--- src/rtl/frmbuf_pkg.sv ---
// frmbuf_pkg
//   Shared definitions for the frame-buffer DDR3 arbiter slice:
//   arbiter state encoding, MIG command codes and default bus widths.
//   No ports; imported by frmbuf_rr_pick and frmbuf_arb_rr.
package frmbuf_pkg;

    typedef enum logic [1:0] {
        S_IDLE = 2'd0,
        S_ARB  = 2'd1,
        S_PROC = 2'd2,
        S_GAP  = 2'd3
    } arb_state_t;

    localparam logic [2:0] CMD_WR = 3'b000;
    localparam logic [2:0] CMD_RD = 3'b001;

    localparam int unsigned DEF_ADDR_W = 27;
    localparam int unsigned DEF_DATA_W = 256;

endpackage

--- src/rtl/frmbuf_rr_pick.sv ---
// frmbuf_rr_pick
//   Combinational round-robin search. Scans the request vector starting at
//   (last + 1) mod P_CH_NUM, wrapping, and reports the first set bit.
// Ports:
//   request  in  P_CH_NUM          request vector
//   last     in  $clog2(P_CH_NUM)  last granted channel
//   found    out 1                 at least one request set
//   winner   out $clog2(P_CH_NUM)  index of the winning channel
module frmbuf_rr_pick
    import frmbuf_pkg::*;
#(
    parameter int unsigned P_CH_NUM = 4
)(
    input  logic [P_CH_NUM-1:0]         request,
    input  logic [$clog2(P_CH_NUM)-1:0] last,
    output logic                        found,
    output logic [$clog2(P_CH_NUM)-1:0] winner
);

    localparam int unsigned CH_W = $clog2(P_CH_NUM);

    logic [CH_W-1:0] cand;

    // Walk offsets from P_CH_NUM (= last itself) down to 1 so that the
    // requester nearest after last is the final one written.
    always_comb begin
        found  = 1'b0;
        winner = '0;
        cand   = '0;
        for (int unsigned i = 0; i < P_CH_NUM; i++) begin
            cand = CH_W'((32'(last) + P_CH_NUM - i) % P_CH_NUM);
            if (request[cand]) begin
                found  = 1'b1;
                winner = cand;
            end
        end
    end

endmodule

--- src/rtl/frmbuf_arb_rr.sv ---
// frmbuf_arb_rr
//   N-channel round-robin arbiter between frame-buffer clients and the DDR3
//   MIG user interface. A granted channel drives commands straight through
//   to the MIG until it strobes burst end; a one-cycle gap then precedes the
//   next arbitration. Optional burst watchdog: define FRMBUF_ARB_WDOG_EN.
// Ports:
//   i_ddr3_clk, i_rst_n        clock, async active-low reset
//   i_system_init              calibration done; low forces idle
//   i_request / o_response     per-channel request / one-hot registered grant
//   i_bust_end                 per-channel last-command strobe
//   i_req_addr, i_cmd_valid, i_rdwr_cmd   per-channel command inputs
//   i_app_rdy, i_app_wdf_rdy   MIG ready flags
//   i_wr_en, i_wr_data         shared write FIFO output
//   o_wrfifo_rd                write FIFO pop
//   o_app_en/cmd/addr          MIG command port
//   o_app_wdf_wren/data        MIG write data port
//   o_cur_ch                   registered granted channel index
//   o_tmo_err                  sticky watchdog flag
module frmbuf_arb_rr
    import frmbuf_pkg::*;
#(
    parameter int unsigned P_CH_NUM  = 4,
    parameter int unsigned P_ADDR_W  = DEF_ADDR_W,
    parameter int unsigned P_DATA_W  = DEF_DATA_W,
    parameter int unsigned P_CMD_W   = 3,
    parameter int unsigned P_TMO_W   = 16,
    parameter int unsigned P_TMO_MAX = 16'hFFFF
)(
    input  logic                           i_ddr3_clk,
    input  logic                           i_rst_n,
    input  logic                           i_system_init,
    input  logic [P_CH_NUM-1:0]            i_request,
    output logic [P_CH_NUM-1:0]            o_response,
    input  logic [P_CH_NUM-1:0]            i_bust_end,
    input  logic [P_CH_NUM*P_ADDR_W-1:0]   i_req_addr,
    input  logic [P_CH_NUM-1:0]            i_cmd_valid,
    input  logic [P_CH_NUM*P_CMD_W-1:0]    i_rdwr_cmd,
    input  logic                           i_app_rdy,
    input  logic                           i_app_wdf_rdy,
    input  logic                           i_wr_en,
    input  logic [P_DATA_W-1:0]            i_wr_data,
    output logic                           o_wrfifo_rd,
    output logic                           o_app_en,
    output logic [P_CMD_W-1:0]             o_app_cmd,
    output logic [P_ADDR_W-1:0]            o_app_addr,
    output logic                           o_app_wdf_wren,
    output logic [P_DATA_W-1:0]            o_app_wdf_data,
    output logic [$clog2(P_CH_NUM)-1:0]    o_cur_ch,
    output logic                           o_tmo_err
);

    localparam int unsigned CH_W = $clog2(P_CH_NUM);

    arb_state_t          state;
    logic [CH_W-1:0]     last_ptr;
    logic                pick_found;
    logic [CH_W-1:0]     pick_idx;
    logic [P_CH_NUM-1:0] pick_onehot;
    logic                in_proc;
    logic                tmo_hit;

    logic                g_cmd_valid;
    logic                g_bust_end;
    logic [P_CMD_W-1:0]  g_cmd;
    logic [P_ADDR_W-1:0] g_addr;

    frmbuf_rr_pick #(
        .P_CH_NUM (P_CH_NUM)
    ) u_pick (
        .request (i_request),
        .last    (last_ptr),
        .found   (pick_found),
        .winner  (pick_idx)
    );

    assign pick_onehot = {{(P_CH_NUM-1){1'b0}}, 1'b1} << pick_idx;
    assign in_proc     = (state == S_PROC);

    // Select the granted channel's command inputs.
    always_comb begin
        g_cmd_valid = 1'b0;
        g_bust_end  = 1'b0;
        g_cmd       = '0;
        g_addr      = '0;
        for (int unsigned k = 0; k < P_CH_NUM; k++) begin
            if (o_cur_ch == CH_W'(k)) begin
                g_cmd_valid = i_cmd_valid[k];
                g_bust_end  = i_bust_end[k];
                g_cmd       = i_rdwr_cmd[k*P_CMD_W +: P_CMD_W];
                g_addr      = i_req_addr[k*P_ADDR_W +: P_ADDR_W];
            end
        end
    end

    assign o_app_en       = in_proc & g_cmd_valid;
    assign o_app_cmd      = in_proc ? g_cmd  : '0;
    assign o_app_addr     = in_proc ? g_addr : '0;
    assign o_app_wdf_wren = i_wr_en & in_proc;
    assign o_app_wdf_data = i_wr_data;
    assign o_wrfifo_rd    = o_app_wdf_wren & i_app_wdf_rdy;

    always_ff @(posedge i_ddr3_clk or negedge i_rst_n) begin
        if (!i_rst_n) begin
            state      <= S_IDLE;
            o_response <= '0;
            o_cur_ch   <= '0;
            last_ptr   <= CH_W'(P_CH_NUM - 1);
        end else if (!i_system_init) begin
            state      <= S_IDLE;
            o_response <= '0;
        end else begin
            case (state)
                S_IDLE: state <= S_ARB;
                S_ARB: begin
                    if (pick_found) begin
                        state      <= S_PROC;
                        o_response <= pick_onehot;
                        o_cur_ch   <= pick_idx;
                        last_ptr   <= pick_idx;
                    end
                end
                S_PROC: begin
                    if (g_bust_end || tmo_hit) begin
                        state      <= S_GAP;
                        o_response <= '0;
                    end
                end
                S_GAP:   state <= S_ARB;
                default: state <= S_IDLE;
            endcase
        end
    end

`ifdef FRMBUF_ARB_WDOG_EN
    localparam logic [P_TMO_W-1:0] TMO_LAST = P_TMO_W'(P_TMO_MAX - 1);

    logic [P_TMO_W-1:0] tmo_cnt;
    logic               tmo_inc;

    // Stalls caused by the MIG (valid command, app_rdy low) do not count.
    assign tmo_inc = !g_cmd_valid || i_app_rdy;
    assign tmo_hit = in_proc && !g_bust_end && tmo_inc && (tmo_cnt == TMO_LAST);

    // Clearing during S_ARB guarantees a zero count on every entry to S_PROC.
    always_ff @(posedge i_ddr3_clk or negedge i_rst_n) begin
        if (!i_rst_n) begin
            tmo_cnt   <= '0;
            o_tmo_err <= 1'b0;
        end else begin
            if (state == S_ARB) begin
                tmo_cnt <= '0;
            end else if (in_proc && tmo_inc) begin
                tmo_cnt <= tmo_cnt + 1'b1;
            end
            if (tmo_hit && i_system_init) begin
                o_tmo_err <= 1'b1;
            end
        end
    end
`else
    localparam int unsigned unused_tmo_cfg = P_TMO_W + P_TMO_MAX;
    logic unused_app_rdy;

    assign unused_app_rdy = i_app_rdy;
    assign tmo_hit        = 1'b0;
    assign o_tmo_err      = 1'b0;
`endif

endmodule
--- config.mk ---
export PLATFORM = sky130hd
export DESIGN_NAME = frmbuf_arb_rr
export DESIGN_NICKNAME = d
export VERILOG_FILES = /design/src/rtl/frmbuf_pkg.sv /design/src/rtl/frmbuf_rr_pick.sv /design/src/rtl/frmbuf_arb_rr.sv
export SDC_FILE = /design/constraint.sdc
export NUM_CORES = 1
export LEC_CHECK = 0
export ABC_CLOCK_PERIOD_IN_PS = 2400
export CORE_AREA = 3 3 268 270
export DETAILED_ROUTE_END_ITERATION = 8
export DIE_AREA = 0 0 271 273
export PLACE_DENSITY = 0.35
export RECOVER_POWER = 25
export SLEW_MARGIN = 20
export SYNTH_ARGS = -nofsm -noshare
export SYNTH_HDL_FRONTEND = slang
export SYNTH_SLANG_ARGS = --single-unit
--- constraint.sdc ---
create_clock -name i_ddr3_clk -period 2.4 [get_ports i_ddr3_clk]
set_input_delay 0.72 -clock i_ddr3_clk [delete_from_list [all_inputs] [get_ports i_ddr3_clk]]
set_output_delay 0.72 -clock i_ddr3_clk [all_outputs]
set_load 0.02 [all_outputs]
==> run metrics <==
CP endpoint o_app_addr[7]; post-synthesis area per instance 8.98 sq um; most area-consuming cells after synthesis sky130_fd_sc_hd__buf_4 54%, sky130_fd_sc_hd__mux4_2 20%, sky130_fd_sc_hd__and2_1 5.6%; worst-path fanout max 9; largest buffer count on any clock path 2; total area of sequential cells 258 sq um; arrival time reported for the critical path endpoint 1.84 ns; initial standard-cell utilization of the core 5.12%; run status finished with violations; detailed-placement wirelength estimate 14,700 um; distinct cell type count after synthesis 35; leak pwr 1.80 nW; Cells after Synth 398; placeable core area 69,800 sq um; Std-Cell Rows 97; Placement Setup Slack -0.792 ns; antenna-violating nets left 0; average wire per standard cell 13.5 um; most instantiated flip-flop cell in the synthesis netlist sky130_fd_sc_hd__dfrtp_1; largest net degree at the start of global routing 27; Rel. slew slack 65.0%; Sum Neg Setup Slack -2.88 ns; placed insts 1,264; transition time at the pin with the least slew margin 0.523 ns; post-layout min period 2.56 ns; area enclosed by the die boundary 74,000 sq um; drt first-iter violations 56; register bit total from synthesis 10; count of flip-flops with a built-in enable after synthesis 0; P&R area growth vs syn 37.6%; final worst path period share 107%; startpoint of the most critical hold path last_ptr[1]; detailed-routing iteration count for the pre-antenna-repair pass 4; Clock Skews 0.00559 ns; Worst R2R End o_response[0]; Residual DRC 0; fraction of final layout cells sized beyond drive strength 1 42.2%; sum of routed wire length over all layers 17,300 um; unrepaired setup endpoints after global routing true; Root Buffer sky130_fd_sc_hd__clkbuf_16; Final Max Tran Viols 0; count of nets after finishing 731; synthesized net count 794; warnings from Yosys 0; first-pass GRT wire length 22,200 um; global route overflow 0; R2R Setup Slk 0.42 ns; number of I/O port buffers 175; share of the yosys chip area belonging to registers 7.08%; required time at the worst-slack endpoint 1.68 ns; largest voltage drop on the vdd net 0.000217 V; # H-tree levels 1; final non-filler cell total 1,276; startpoint types register; final core area utilization 7.04%; mean number of vias per cell 1.96; failing checks negative setup slack; number of antenna violations at the first check in global routing 5; CTS tree yes; area of the mapped netlist 3570 sq um; clock sink total 10; cts bufs inserted 3; top cell type by total area after synthesis sky130_fd_sc_hd__buf_4; number of maximum-capacitance violations 0; number of global-route vias before repair 2,923; number of cell instances on the worst register-to-register path 7; Hold Violations, Final 0; number of buffers added to fix hold violations after cts 0; final setup fails 31; insertion delay to the later sink of the worst-skew pair 0.24 ns; floorplan die height 273 um; number of top-level design ports 690; worst hold slack 0.538 ns; Setup WS post-layout -0.158 ns; worst setup path startpoint o_cur_ch[0]; DR vias 2,499; area fraction of the dominant cell type after synthesis 54.4%; floorplan die width 271 um; area occupied by multi-input gates 1380 sq um; GRT Overall Usage 4.29%; clock transition at the registers of the reported paths 0.04 ns; critical path start-end classification register to primary output; fraction of registers with async set/reset 100%; worst hold path class register to register; gpl congestion 0.715; Worst R2R Start o_cur_ch[0]; element type at the critical path end primary output; Max Fclk 391 MHz; number of filler instances in the final layout 8,216; power density over the cells 719 nW/um^2
==> power breakdown <==
group	internal, mW	switching, mW
combinational	1.62	1.25
clock	0.251	0.0783
sequential	0.259	0.0784
==> sequential cells by signal, indices dropped and copies added (netlist names) <==
register,cells
last_ptr,2
o_response,4
state,2
o_cur_ch,2
==> critical path, cell delays in order, from the launching register on <==
cell	delay, ns
sky130_fd_sc_hd__dfrtp_4	0.45
sky130_fd_sc_hd__buf_12	0.16
sky130_fd_sc_hd__buf_12	0.15
sky130_fd_sc_hd__mux4_2	0.53
sky130_fd_sc_hd__and2_4	0.16
sky130_fd_sc_hd__buf_6	0.12
==> cell usage after synthesis (3+ instances only) <==
master,n
sky130_fd_sc_hd__a21oi_1,3
sky130_fd_sc_hd__and2_1,32
sky130_fd_sc_hd__buf_2,3
sky130_fd_sc_hd__buf_4,259
sky130_fd_sc_hd__clkbuf_1,7
sky130_fd_sc_hd__dfrtp_1,8
sky130_fd_sc_hd__inv_1,5
sky130_fd_sc_hd__mux2_2,3
sky130_fd_sc_hd__mux4_2,31
sky130_fd_sc_hd__nand2_1,3
sky130_fd_sc_hd__nand2b_1,5
sky130_fd_sc_hd__nor2_1,4
sky130_fd_sc_hd__o211ai_1,4
sky130_fd_sc_hd__o21a_1,3
==> metal layers <==
layer,vias up,share of wire (%),global-route usage (%)
li1,939,-,-
met1,1059,28,3.51
met2,369,47,7.41
met3,132,17,2.65
met4,0,8.2,3.39
met5,-,0,0
==> how the worst min path moves through the flow <==
stage | depth (start not counted) | slack (ns) | end
after floorplan | 0 | 0.42 | o_cur_ch[0]
after global placement | 2 | 0.53 | last_ptr[1]
after detailed placement | 2 | 0.53 | last_ptr[1]
after CTS | 2 | 0.54 | last_ptr[1]
after global routing | 2 | 0.56 | last_ptr[1]
final | 2 | 0.54 | last_ptr[1]
==> through the flow <==
step / power, mW / area, sq um
after floorplan: 2.30 / 3570
after global placement: 2.97 / 4720
after detailed placement: 2.96 / 4720
after CTS: 3.63 / 4880
after global routing: 3.78 / 4910
final: 3.53 / 4920
==> area by class of cell <==
class	count	share of cell area (%)
Inverter	5	0.382
Timing Repair Buffer	202	40.4
Tap cell	940	23.9
Clock buffer	4	1.81
Sequential cell	10	5.24
Antenna cell	2	0.102
Multi-Input combinational cell	113	28.1
==> cells in the final DEF, fill, tap and decap left out, types with 2 or more instances in the layout <==
master,Yosys,final
sky130_fd_sc_hd__clkdlybuf4s15_1,0,4
sky130_fd_sc_hd__mux2i_1,2,2
sky130_fd_sc_hd__and2_4,0,31
sky130_fd_sc_hd__o211ai_1,4,4
sky130_fd_sc_hd__buf_12,0,8
sky130_fd_sc_hd__o21ai_0,2,2
sky130_fd_sc_hd__mux2_4,2,2
sky130_fd_sc_hd__buf_4,259,16
sky130_fd_sc_hd__dfrtp_1,8,6
sky130_fd_sc_hd__nand2_1,3,3
sky130_fd_sc_hd__inv_1,5,5
sky130_fd_sc_hd__clkdlybuf4s15_2,0,2
sky130_fd_sc_hd__o21a_1,3,3
sky130_fd_sc_hd__diode_2,0,2
sky130_fd_sc_hd__o41ai_2,2,2
sky130_fd_sc_hd__dlygate4sd2_1,0,118
sky130_fd_sc_hd__o31ai_1,2,2
sky130_fd_sc_hd__dlymetal6s2s_1,0,4
sky130_fd_sc_hd__mux2_2,3,3
sky130_fd_sc_hd__nor2_1,4,4
sky130_fd_sc_hd__mux4_2,31,31
sky130_fd_sc_hd__clkdlybuf4s50_1,0,15
sky130_fd_sc_hd__a21oi_1,3,3
sky130_fd_sc_hd__buf_6,1,33
sky130_fd_sc_hd__dfstp_2,2,2
sky130_fd_sc_hd__nand2b_1,5,5
sky130_fd_sc_hd__clkbuf_16,0,3
==> cell families (layout without fill, tap and decap cells) <==
kind of cell,Yosys count,after routing,share of synthesized area [%]
adders and majority gates,2,2,0.700
AOI/OAI and AO/OA,25,25,5.88
other,1,3,0.105
muxes,38,38,21.9
DFF,10,10,7.08
buffers and inverters,275,211,56.4
and+or+nand+nor,47,47,7.92
==> repair_timing <==
action,CTS,global route
buffers inserted,4,1
gates resized for setup,340,7
pin swaps,17,0
gates cloned,1,0
setup endpoints to repair,34,31
Note: power is estimated with default switching activity, not from simulation.
